`src/rtl/manchester_encoder_tx.sv`:
```
// Manchester (IEEE 802.3) frame transmitter: 0xAAD5 preamble then FRAME_SIZE bytes, MSB first.
// Missing bytes are padded with 0x00 so every frame has a fixed length.
module manchester_encoder_tx #(
  parameter int unsigned FRAME_SIZE = 6,
  parameter int unsigned HALF_CLKS  = 4,
  parameter int unsigned IFG_BITS   = 4
) (
  input  logic       aclk,
  input  logic       aresetn,
  input  logic [7:0] s_tdata,
  input  logic       s_tvalid,
  output logic       s_tready,
  output logic       tx_out,
  output logic       tx_en,
  output logic       busy,
  output logic       frame_done,
  output logic       underrun
);

  localparam logic [1:0] StIdle     = 2'd0;
  localparam logic [1:0] StPreamble = 2'd1;
  localparam logic [1:0] StData     = 2'd2;
  localparam logic [1:0] StGap      = 2'd3;

  localparam int unsigned GapClks = IFG_BITS * 2 * HALF_CLKS;
  localparam int unsigned TmrW    = (HALF_CLKS > 1) ? $clog2(HALF_CLKS) : 1;
  localparam int unsigned ByteW   = (FRAME_SIZE > 1) ? $clog2(FRAME_SIZE) : 1;
  localparam int unsigned SlotW   = $clog2(FRAME_SIZE + 1);
  localparam int unsigned GapW    = (GapClks > 1) ? $clog2(GapClks) : 1;

  localparam logic [15:0]      Preamble = 16'hAAD5;
  localparam logic [TmrW-1:0]  TmrLast  = TmrW'(HALF_CLKS - 1);
  localparam logic [ByteW-1:0] ByteLast = ByteW'(FRAME_SIZE - 1);
  localparam logic [SlotW-1:0] SlotMax  = SlotW'(FRAME_SIZE);
  localparam logic [GapW-1:0]  GapLast  = GapW'(GapClks - 1);

  logic [1:0]       state_q, state_d;
  logic [7:0]       hold_q, hold_d;
  logic             hold_vld_q, hold_vld_d;
  logic [SlotW-1:0] slots_q, slots_d;
  logic [TmrW-1:0]  tmr_q, tmr_d;
  logic             half_q, half_d;
  logic [3:0]       bit_idx_q, bit_idx_d;
  logic [ByteW-1:0] byte_cnt_q, byte_cnt_d;
  logic [15:0]      shift_q, shift_d;
  logic [GapW-1:0]  gap_q, gap_d;
  logic             tx_out_q, tx_out_d;
  logic             tx_en_q, tx_en_d;
  logic             frame_done_q, underrun_q;

  logic accept, load, pad, frame_end, sym_end;

  assign s_tready = aresetn && (state_q != StGap) && !hold_vld_q && (slots_q < SlotMax);
  assign accept   = s_tvalid && s_tready;

  always_comb begin
    state_d    = state_q;
    hold_d     = hold_q;
    hold_vld_d = hold_vld_q;
    tmr_d      = tmr_q;
    half_d     = half_q;
    bit_idx_d  = bit_idx_q;
    byte_cnt_d = byte_cnt_q;
    shift_d    = shift_q;
    gap_d      = gap_q;
    load       = 1'b0;
    pad        = 1'b0;
    frame_end  = 1'b0;
    sym_end    = 1'b0;

    case (state_q)
      StIdle: begin
        if (accept) begin
          state_d    = StPreamble;
          shift_d    = Preamble;
          tmr_d      = '0;
          half_d     = 1'b0;
          bit_idx_d  = '0;
          byte_cnt_d = '0;
        end
      end
      StPreamble, StData: begin
        if (tmr_q != TmrLast) begin
          tmr_d = tmr_q + 1'b1;
        end else begin
          tmr_d  = '0;
          half_d = ~half_q;
          if (half_q) begin
            sym_end = (state_q == StPreamble) ? (bit_idx_q == 4'd15) : (bit_idx_q == 4'd7);
            if (!sym_end) begin
              shift_d   = {shift_q[14:0], 1'b0};
              bit_idx_d = bit_idx_q + 4'd1;
            end else if ((state_q == StData) && (byte_cnt_q == ByteLast)) begin
              state_d   = StGap;
              gap_d     = '0;
              bit_idx_d = '0;
            end else begin
              // Next byte starts on the very next cycle, keeping the bit stream gapless
              load       = 1'b1;
              state_d    = StData;
              bit_idx_d  = '0;
              byte_cnt_d = (state_q == StPreamble) ? {ByteW{1'b0}} : byte_cnt_q + 1'b1;
            end
          end
        end
      end
      StGap: begin
        if (gap_q == GapLast) begin
          state_d   = StIdle;
          gap_d     = '0;
          frame_end = 1'b1;
        end else begin
          gap_d = gap_q + 1'b1;
        end
      end
      default: state_d = StIdle;
    endcase

    if (load) begin
      if (hold_vld_q) begin
        shift_d    = {hold_q, 8'h00};
        hold_vld_d = 1'b0;
      end else begin
        shift_d = '0;
        pad     = 1'b1;
      end
    end
    // An accept in the load cycle refills hold after the old byte moved to the shifter
    if (accept) begin
      hold_d     = s_tdata;
      hold_vld_d = 1'b1;
    end

    slots_d  = frame_end ? '0 : slots_q + SlotW'(accept) + SlotW'(pad);
    tx_en_d  = (state_d == StPreamble) || (state_d == StData);
    tx_out_d = tx_en_d && (half_d ? shift_d[15] : ~shift_d[15]);
  end

  always_ff @(posedge aclk or negedge aresetn) begin
    if (!aresetn) begin
      state_q      <= StIdle;
      hold_q       <= '0;
      hold_vld_q   <= 1'b0;
      slots_q      <= '0;
      tmr_q        <= '0;
      half_q       <= 1'b0;
      bit_idx_q    <= '0;
      byte_cnt_q   <= '0;
      shift_q      <= '0;
      gap_q        <= '0;
      tx_out_q     <= 1'b0;
      tx_en_q      <= 1'b0;
      frame_done_q <= 1'b0;
      underrun_q   <= 1'b0;
    end else begin
      state_q      <= state_d;
      hold_q       <= hold_d;
      hold_vld_q   <= hold_vld_d;
      slots_q      <= slots_d;
      tmr_q        <= tmr_d;
      half_q       <= half_d;
      bit_idx_q    <= bit_idx_d;
      byte_cnt_q   <= byte_cnt_d;
      shift_q      <= shift_d;
      gap_q        <= gap_d;
      tx_out_q     <= tx_out_d;
      tx_en_q      <= tx_en_d;
      frame_done_q <= (state_d == StGap) && (state_q != StGap);
      underrun_q   <= pad;
    end
  end

  assign tx_out     = tx_out_q;
  assign tx_en      = tx_en_q;
  assign busy       = (state_q != StIdle);
  assign frame_done = frame_done_q;
  assign underrun   = underrun_q;

endmodule
```
`config.mk`:
```
export PLATFORM = sky130hd
export DESIGN_NAME = manchester_encoder_tx
export DESIGN_NICKNAME = d
export VERILOG_FILES = /design/src/rtl/manchester_encoder_tx.sv
export SDC_FILE = /design/constraint.sdc
export NUM_CORES = 1
export LEC_CHECK = 0
export CAP_MARGIN = 20
export CORE_ASPECT_RATIO = 0.9
export CORE_MARGIN = 2
export CORE_UTILIZATION = 40
export CTS_BUF_LIST = sky130_fd_sc_hd__clkbuf_16
export CTS_CLUSTER_SIZE = 20
export DETAILED_ROUTE_END_ITERATION = 6
export PLACE_DENSITY = 0.55
export RECOVER_POWER = 100
export SYNTH_ARGS = -nofsm -noshare
export SYNTH_HDL_FRONTEND = slang
export SYNTH_SLANG_ARGS = --single-unit
```
`constraint.sdc`:
```
create_clock -name aclk -period 6.4 [get_ports aclk]
set_input_delay 0.96 -clock aclk [delete_from_list [all_inputs] [get_ports aclk]]
set_output_delay 0.96 -clock aclk [all_outputs]
set_load 0.02 [all_outputs]
```
==> flow_summary.toml, run 1 <==
[logic_synthesis]
yosys.area.top_type = "dfrtp_1"
yosysWarningCount = 0
synthArstFlopShare_pct = 100
synthTopCellsByArea = "dfrtp_1 46%, nand2_1 6.5%, ha_1 5.7%"
synth_seq_cells = 49
synth.most_common_cell = "dfrtp_1"
synth_ff_type = "dfrtp_1"
synth_nets = 283
synth.top_cell.area_share_pct = 46.5
synth_cell_types = 55
syn_area_um2 = 2640
syn_inst = 259
synth_common_cells = "49 x dfrtp_1, 46 x nand2_1, 14 x inv_1, 14 x o21ai_0, 13 x a21oi_1"
syn_area_per_cell_um2 = 10.2
synth_edf_count = 0
seq_area_frac_synth_pct = 46.5

[timing]
max_slew.worst_pin.slew_ps = 2580
fin_worst_skew_ps = 3.15
period_share_pct = 61.3
rsz0062_at_grt = "false"
finalSetupViolations = 0
max_freq_mhz = 255
slew_violations = 66
holdWs_ps = 478
finalHoldViolCount = 0
fin_crit_ps = 3920
setup_tns_ps = 0
max-slew-margin-rel_pct = -72.0

[worst_setup_path]
r2r_cells = 4
cp-start-kind = "input port"
r2r-end = "shift_q[10]"
cp.required_ps = 6570
reg2reg_slack_ps = 2740
arrival_ps = 4100
r2r-start = "state_q[0]"
crit_fanout = 16
cp-end-kind = "flip-flop"
crit_type = "in -> reg"

[clocking]
post_cts.repair.setup_buffers = 0
post_cts_resized = 0
cts_tree = "yes"
clkTransAtPathRegs_ps = 60
clock_latency_ps = 290
numCtsBuffers = 5
cts_sinks = 49
htree_levels = 2
root_buffer = "clkbuf_16"
cts.path.max_buffers = 2
cts_hold_buffers = 0

[floorplan]
io_pins = 17
fp.dieW_um = 89.6
die_area_um2 = 7260
rows = 28
core_um2 = 6480
die_h_um = 81.0
start_util_pct = 40.7

[outcome]
violations = "capacitance limit, slew limit"
outcome = "complete, but fails checks"

[finish]
area_delta_synth_final_pct = 12.7
final_core_util_pct = 45.9
nets = 297
n_antenna_cell = 0
drive_gt1_share_pct = 8.76
layoutNonFillerInstCount = 364

[job]
cap_violations = 2

[power_and_ir_drop]
seq_power_share_pct = 50.4
intPower_mw = 0.496
p_leak_nw = 1.35
power_density_nw_per_um2 = 207
switching_share_pct = 19.2
comb_power_share_pct = 2.0
power_frac_clock_pct = 47.6
vdd_drop_max_mv = 0.103
switchingPower_mw = 0.118

[drt]
via_per_inst = 5.14
first_iter_violations = 146
avgRoutedWirePerCell_um = 14.6
wl_um = 5310
vias = 1870
ant_nets = 0
drc_errors = 0
first_pass_iters = 4

[grt]
overflow = 0
grt.total_usage_pct = 16.4
grt_max_degree = 50
antenna_found_initial = 0
grt_pass1_vias = 1818
grt_pass1_wl_um = 9110

[min_path]
hold_path.startpoint = "hold_q[6]"
min_path_cells = 2
worstHoldEndpoint = "hold_q[6]"
hp-class = "reg -> reg"

[place]
dpl.cell_count = 356
gp_congestion = 0.817
dpl.hpwl_um = 3690
port_buffers = 16
power by group through the flow:
stage / Clock (mW) / Combinational (mW) / Sequential [mW]
global route: 0.313 / 0.0142 / 0.309
detailed placement: 0 / 0.0136 / 0.315
global placement: 0 / 0.0137 / 0.315
floorplan: 0 / 0.000163 / 0.316
CTS: 0.301 / 0.0136 / 0.310
finish: 0.293 / 0.0124 / 0.310
through the flow:
step           total power [mW]  instance area, µm²  worst slack [ps]
2_1_floorplan             0.316                2640              3650
3_3_place_gp              0.329                2850              2970
3_5_place_dp              0.329                2850              2870
4_1_cts                   0.624                3020              3160
5_1_grt                   0.637                2970              2290
6_report                  0.615                2970              2480
layout make-up:
class | count | area [µm²]
tap | 90 | 113
clock inverter | 3 | 37.5
sequential | 49 | 1230
timing repair buffer | 17 | 158
clock buffer | 5 | 125
inverter | 15 | 56.3
multi-input combinational | 185 | 1260
fill | 616 | 3510
placed cells by master, fill, tap and decap left out, types with 2 or more instances in the layout:
| master | netlist | layout |
|---|---|---|
| nor2_1 | 8 | 8 |
| inv_1 | 14 | 15 |
| a21boi_0 | 2 | 2 |
| xnor2_1 | 2 | 2 |
| a22o_2 | 4 | 4 |
| clkinv_1 | 1 | 2 |
| mux2_1 | 2 | 2 |
| o31ai_1 | 2 | 2 |
| and2_1 | 3 | 3 |
| a31oi_1 | 2 | 2 |
| a32o_1 | 2 | 2 |
| and3_1 | 2 | 2 |
| dfrtp_1 | 49 | 49 |
| a41oi_1 | 1 | 2 |
| o2bb2ai_1 | 2 | 2 |
| nor2b_1 | 5 | 5 |
| a2bb2oi_1 | 2 | 2 |
| clkbuf_1 | 5 | 2 |
| o21ai_0 | 14 | 14 |
| a22o_1 | 2 | 2 |
| clkbuf_16 | 0 | 5 |
| nor3_1 | 5 | 5 |
| ha_1 | 12 | 12 |
| nor4_1 | 1 | 2 |
| dlygate4sd3_1 | 0 | 6 |
| a211oi_1 | 2 | 2 |
| a21oi_1 | 13 | 13 |
| clkdlybuf4s50_1 | 0 | 9 |
| mux2i_1 | 9 | 9 |
| mux2_2 | 7 | 7 |
| nand2b_1 | 5 | 5 |
| nand3_1 | 5 | 6 |
| a221o_1 | 4 | 4 |
| nand2_1 | 46 | 46 |
kinds of logic (layout without fill, tap and decap cells):
kind of cell	after synthesis	in the layout	share of synthesized area, %
AOI/OAI and AO/OA	62	62	17.3
and+or+nand+nor	88	88	16.3
DFF	49	49	46.5
xor gates and xnor gates	3	3	1.28
muxes	19	19	7.83
buffers and inverters	25	40	4.36
adders and majority gates	13	13	6.45
worst max-delay path by stage:
stage	end	from	depth (start not counted)	slack, ps
after floorplan	tx_out	aresetn	9	3650
after global placement	tx_out	s_tvalid	8	2970
after detailed placement	tx_out	s_tvalid	8	2870
after CTS	tx_out	s_tvalid	8	3160
after global routing	shift_q[10]	aresetn	5	2290
final	shift_q[10]	s_tvalid	4	2480
registers in the layout, indices dropped and copies added, names as in the netlist, 2 cells and up:
| signal | cells |
|---|---|
| byte_cnt_q | 3 |
| bit_idx_q | 4 |
| hold_q | 8 |
| gap_q | 5 |
| state_q | 2 |
| tmr_q | 2 |
| shift_q | 16 |
| slots_q | 3 |
worst max-delay path, cell delays in order:
cell	delay [ps]
clkdlybuf4s50_1	520
nand4b_1	590
o22ai_1	1570
mux2_2	440
metal layers:
layer / vias to the layer above / global-route usage [%] / share of wire, %
met2: 33 / 22.6 / 43
met3: 7 / 4.17 / 3.8
met5: - / 0 / 0
met1: 892 / 25.5 / 52
met4: 0 / 4.33 / 1.4
li1: 938 / - / -
(Power assumes the default switching activity.)
==> run 2, diff against run 1 <==
--- a/config.mk
+++ b/config.mk
@@ -12,7 +12,7 @@
 export CTS_BUF_LIST = sky130_fd_sc_hd__clkbuf_16
 export CTS_CLUSTER_SIZE = 20
 export DETAILED_ROUTE_END_ITERATION = 6
-export PLACE_DENSITY = 0.55
+export PLACE_DENSITY = 0.57
 export RECOVER_POWER = 100
 export SYNTH_ARGS = -nofsm -noshare
 export SYNTH_HDL_FRONTEND = slang
==> constraint.sdc (replaced) <==
create_clock -name aclk -period 3.4 [get_ports aclk]
set_input_delay 0.51 -clock aclk [delete_from_list [all_inputs] [get_ports aclk]]
set_output_delay 0.51 -clock aclk [all_outputs]
set_load 0.02 [all_outputs]
==> run 2 against run 1 <==
The run now ends clean. Sequential power is 88% higher. Non-clock buffer count grew 5. Hold slack improved by 1.8 ps.
==> flow_summary.toml, run 2 (synthesized netlist as in run 1, its figures left out) <==
[outcome]
outcome = "finished clean"

[clocking]
cts_tree = "yes"
post_cts.repair.setup_buffers = 0
numCtsBuffers = 5
clock_latency_ps = 290
htree_levels = 2
post_cts_resized = 0
clkTransAtPathRegs_ps = 70
cts_hold_buffers = 0
root_buffer = "clkbuf_16"
cts_sinks = 49
cts.path.max_buffers = 2

[finish]
drive_gt1_share_pct = 9.68
nFillCells = 618
largest_register_ffs = 16
final_common_cell = "dfrtp_1"
final_core_util_pct = 46.1
area_delta_synth_final_pct = 13.3
largest_register = "shift_q"
n_antenna_cell = 0
nets = 302
reg.largest.list = "shift_q: 16 flops, hold_q: 8 flops, gap_q: 5 flops"
final_cell_mix = "49 x dfrtp_1, 46 x nand2_1, 14 x inv_1, 14 x o21ai_0, 13 x a21oi_1"

[power_and_ir_drop]
p_leak_nw = 1.35
vdd_drop_max_mv = 0.194
intPower_mw = 0.865
switching_share_pct = 21.4
power_density_nw_per_um2 = 368
switchingPower_mw = 0.236
power_frac_clock_pct = 45.0
seq_power_share_pct = 52.9
total_power_mw = 1.10
comb_power_share_pct = 2.1

[worst_setup_path]
crit_type = "reg -> out"
critPathLaunch = "state_q[0]"
crit_fanout = 12
cp.required_ps = 2890
r2r-start = "state_q[0]"
arrival_ps = 2370
cp-start-kind = "flip-flop"
cp-end-kind = "output pin"

[timing]
fin_worst_skew_ps = 5.80
period_share_pct = 84.7
finalHoldViolCount = 0
max_slew.worst_pin.slew_ps = 1240
fin_crit_ps = 2880
slew_violations = 0
max-slew-margin-rel_pct = 17.6
finalSetupViolations = 0
setup_tns_ps = 0
holdWs_ps = 480
fin_ws_ps = 519
rsz0062_at_grt = "false"
max_freq_mhz = 347

[drt]
first_iter_violations = 101
via_per_inst = 5.09
ant_nets = 0
wl_um = 5180
avgRoutedWirePerCell_um = 14.0
first_pass_iters = 4
vias = 1880
drc_errors = 0

[grt]
antenna_found_initial = 0
grt_pass1_wl_um = 8800
grt.total_usage_pct = 15.9
overflow = 0
grt_pass1_vias = 1746
grt_max_degree = 50

[floorplan]
io_pins = 17
start_util_pct = 40.7
fp.dieW_um = 89.6
die_h_um = 81.0
rows = 28
die_area_um2 = 7260
core_um2 = 6480

[place]
port_buffers = 16
gp_congestion = 0.791
pre_cts_ws_ps = 747
dpl.hpwl_um = 3520

[min_path]
hp-class = "reg -> reg"
hold_path.startpoint = "hold_q[0]"

[job]
cap_violations = 0
==> run 2: cell count changes in the layout (fill, tap and decap cells not counted), sizes merged <==
cell / previous run / this run
clkbuf: 7 / 10
buf: 0 / 2
bufinv: 1 / 0
clkinvlp: 0 / 1
==> run 2: layout make-up <==
class	count	area, µm²	share of cell area [%]
well taps	90	113	3.77
multi-input cells	185	1260	42.3
inverters	15	56.3	1.88
repair buffers	22	185	6.20
clock buffers	5	125	4.19
flip-flops and latches	49	1230	41.0
clock inverters	3	20.0	0.670
==> run 2: stage by stage <==
stage | instances | area, µm²
2_1_floorplan | 259 | 2640
3_3_place_gp | 361 | 2890
3_5_place_dp | 361 | 2890
4_1_cts | 369 | 3040
5_1_grt | 369 | 2990
6_report | 369 | 2990
==> run 2: critical path: stages (launching register included) <==
cell	delay, ps
dfrtp_1	400
inv_1	120
ha_1	440
clkinv_1	370
dlygate4sd3_1	750
==> run 2: worst paths after layout <==
path / endpoint / slack [ps] / depth (start not counted)
setup / recovery: busy / 520 / 4
hold / removal: hold_q[0] / 480 / 2
setup reg to reg: shift_q[9] / 530 / 8
hold reg to reg: hold_q[0] / 480 / 2
max in group asynchronous: bit_idx_q[1] / 2040 / 2
min in group asynchronous: gap_q[1] / 610 / 2
==> run 2: power groups by stage <==
stage	Combinational (mW)	Clock (mW)	Sequential, mW
2_1_floorplan	0.000306	0	0.594
3_3_place_gp	0.0250	0	0.594
3_5_place_dp	0.0250	0	0.594
4_1_cts	0.0250	0.513	0.582
5_1_grt	0.0263	0.544	0.582
6_report	0.0231	0.495	0.583
==> run 2: metal layers <==
| metal | vias to the layer above | part of all wire (%) | GRT usage [%] |
|---|---|---|---|
| li1 | 948 | - | - |
| met5 | - | 0 | 0 |
| met1 | 899 | 54 | 24.5 |
| met3 | 6 | 3.0 | 4.57 |
| met4 | 0 | 1.2 | 4.03 |
| met2 | 27 | 42 | 21.9 |
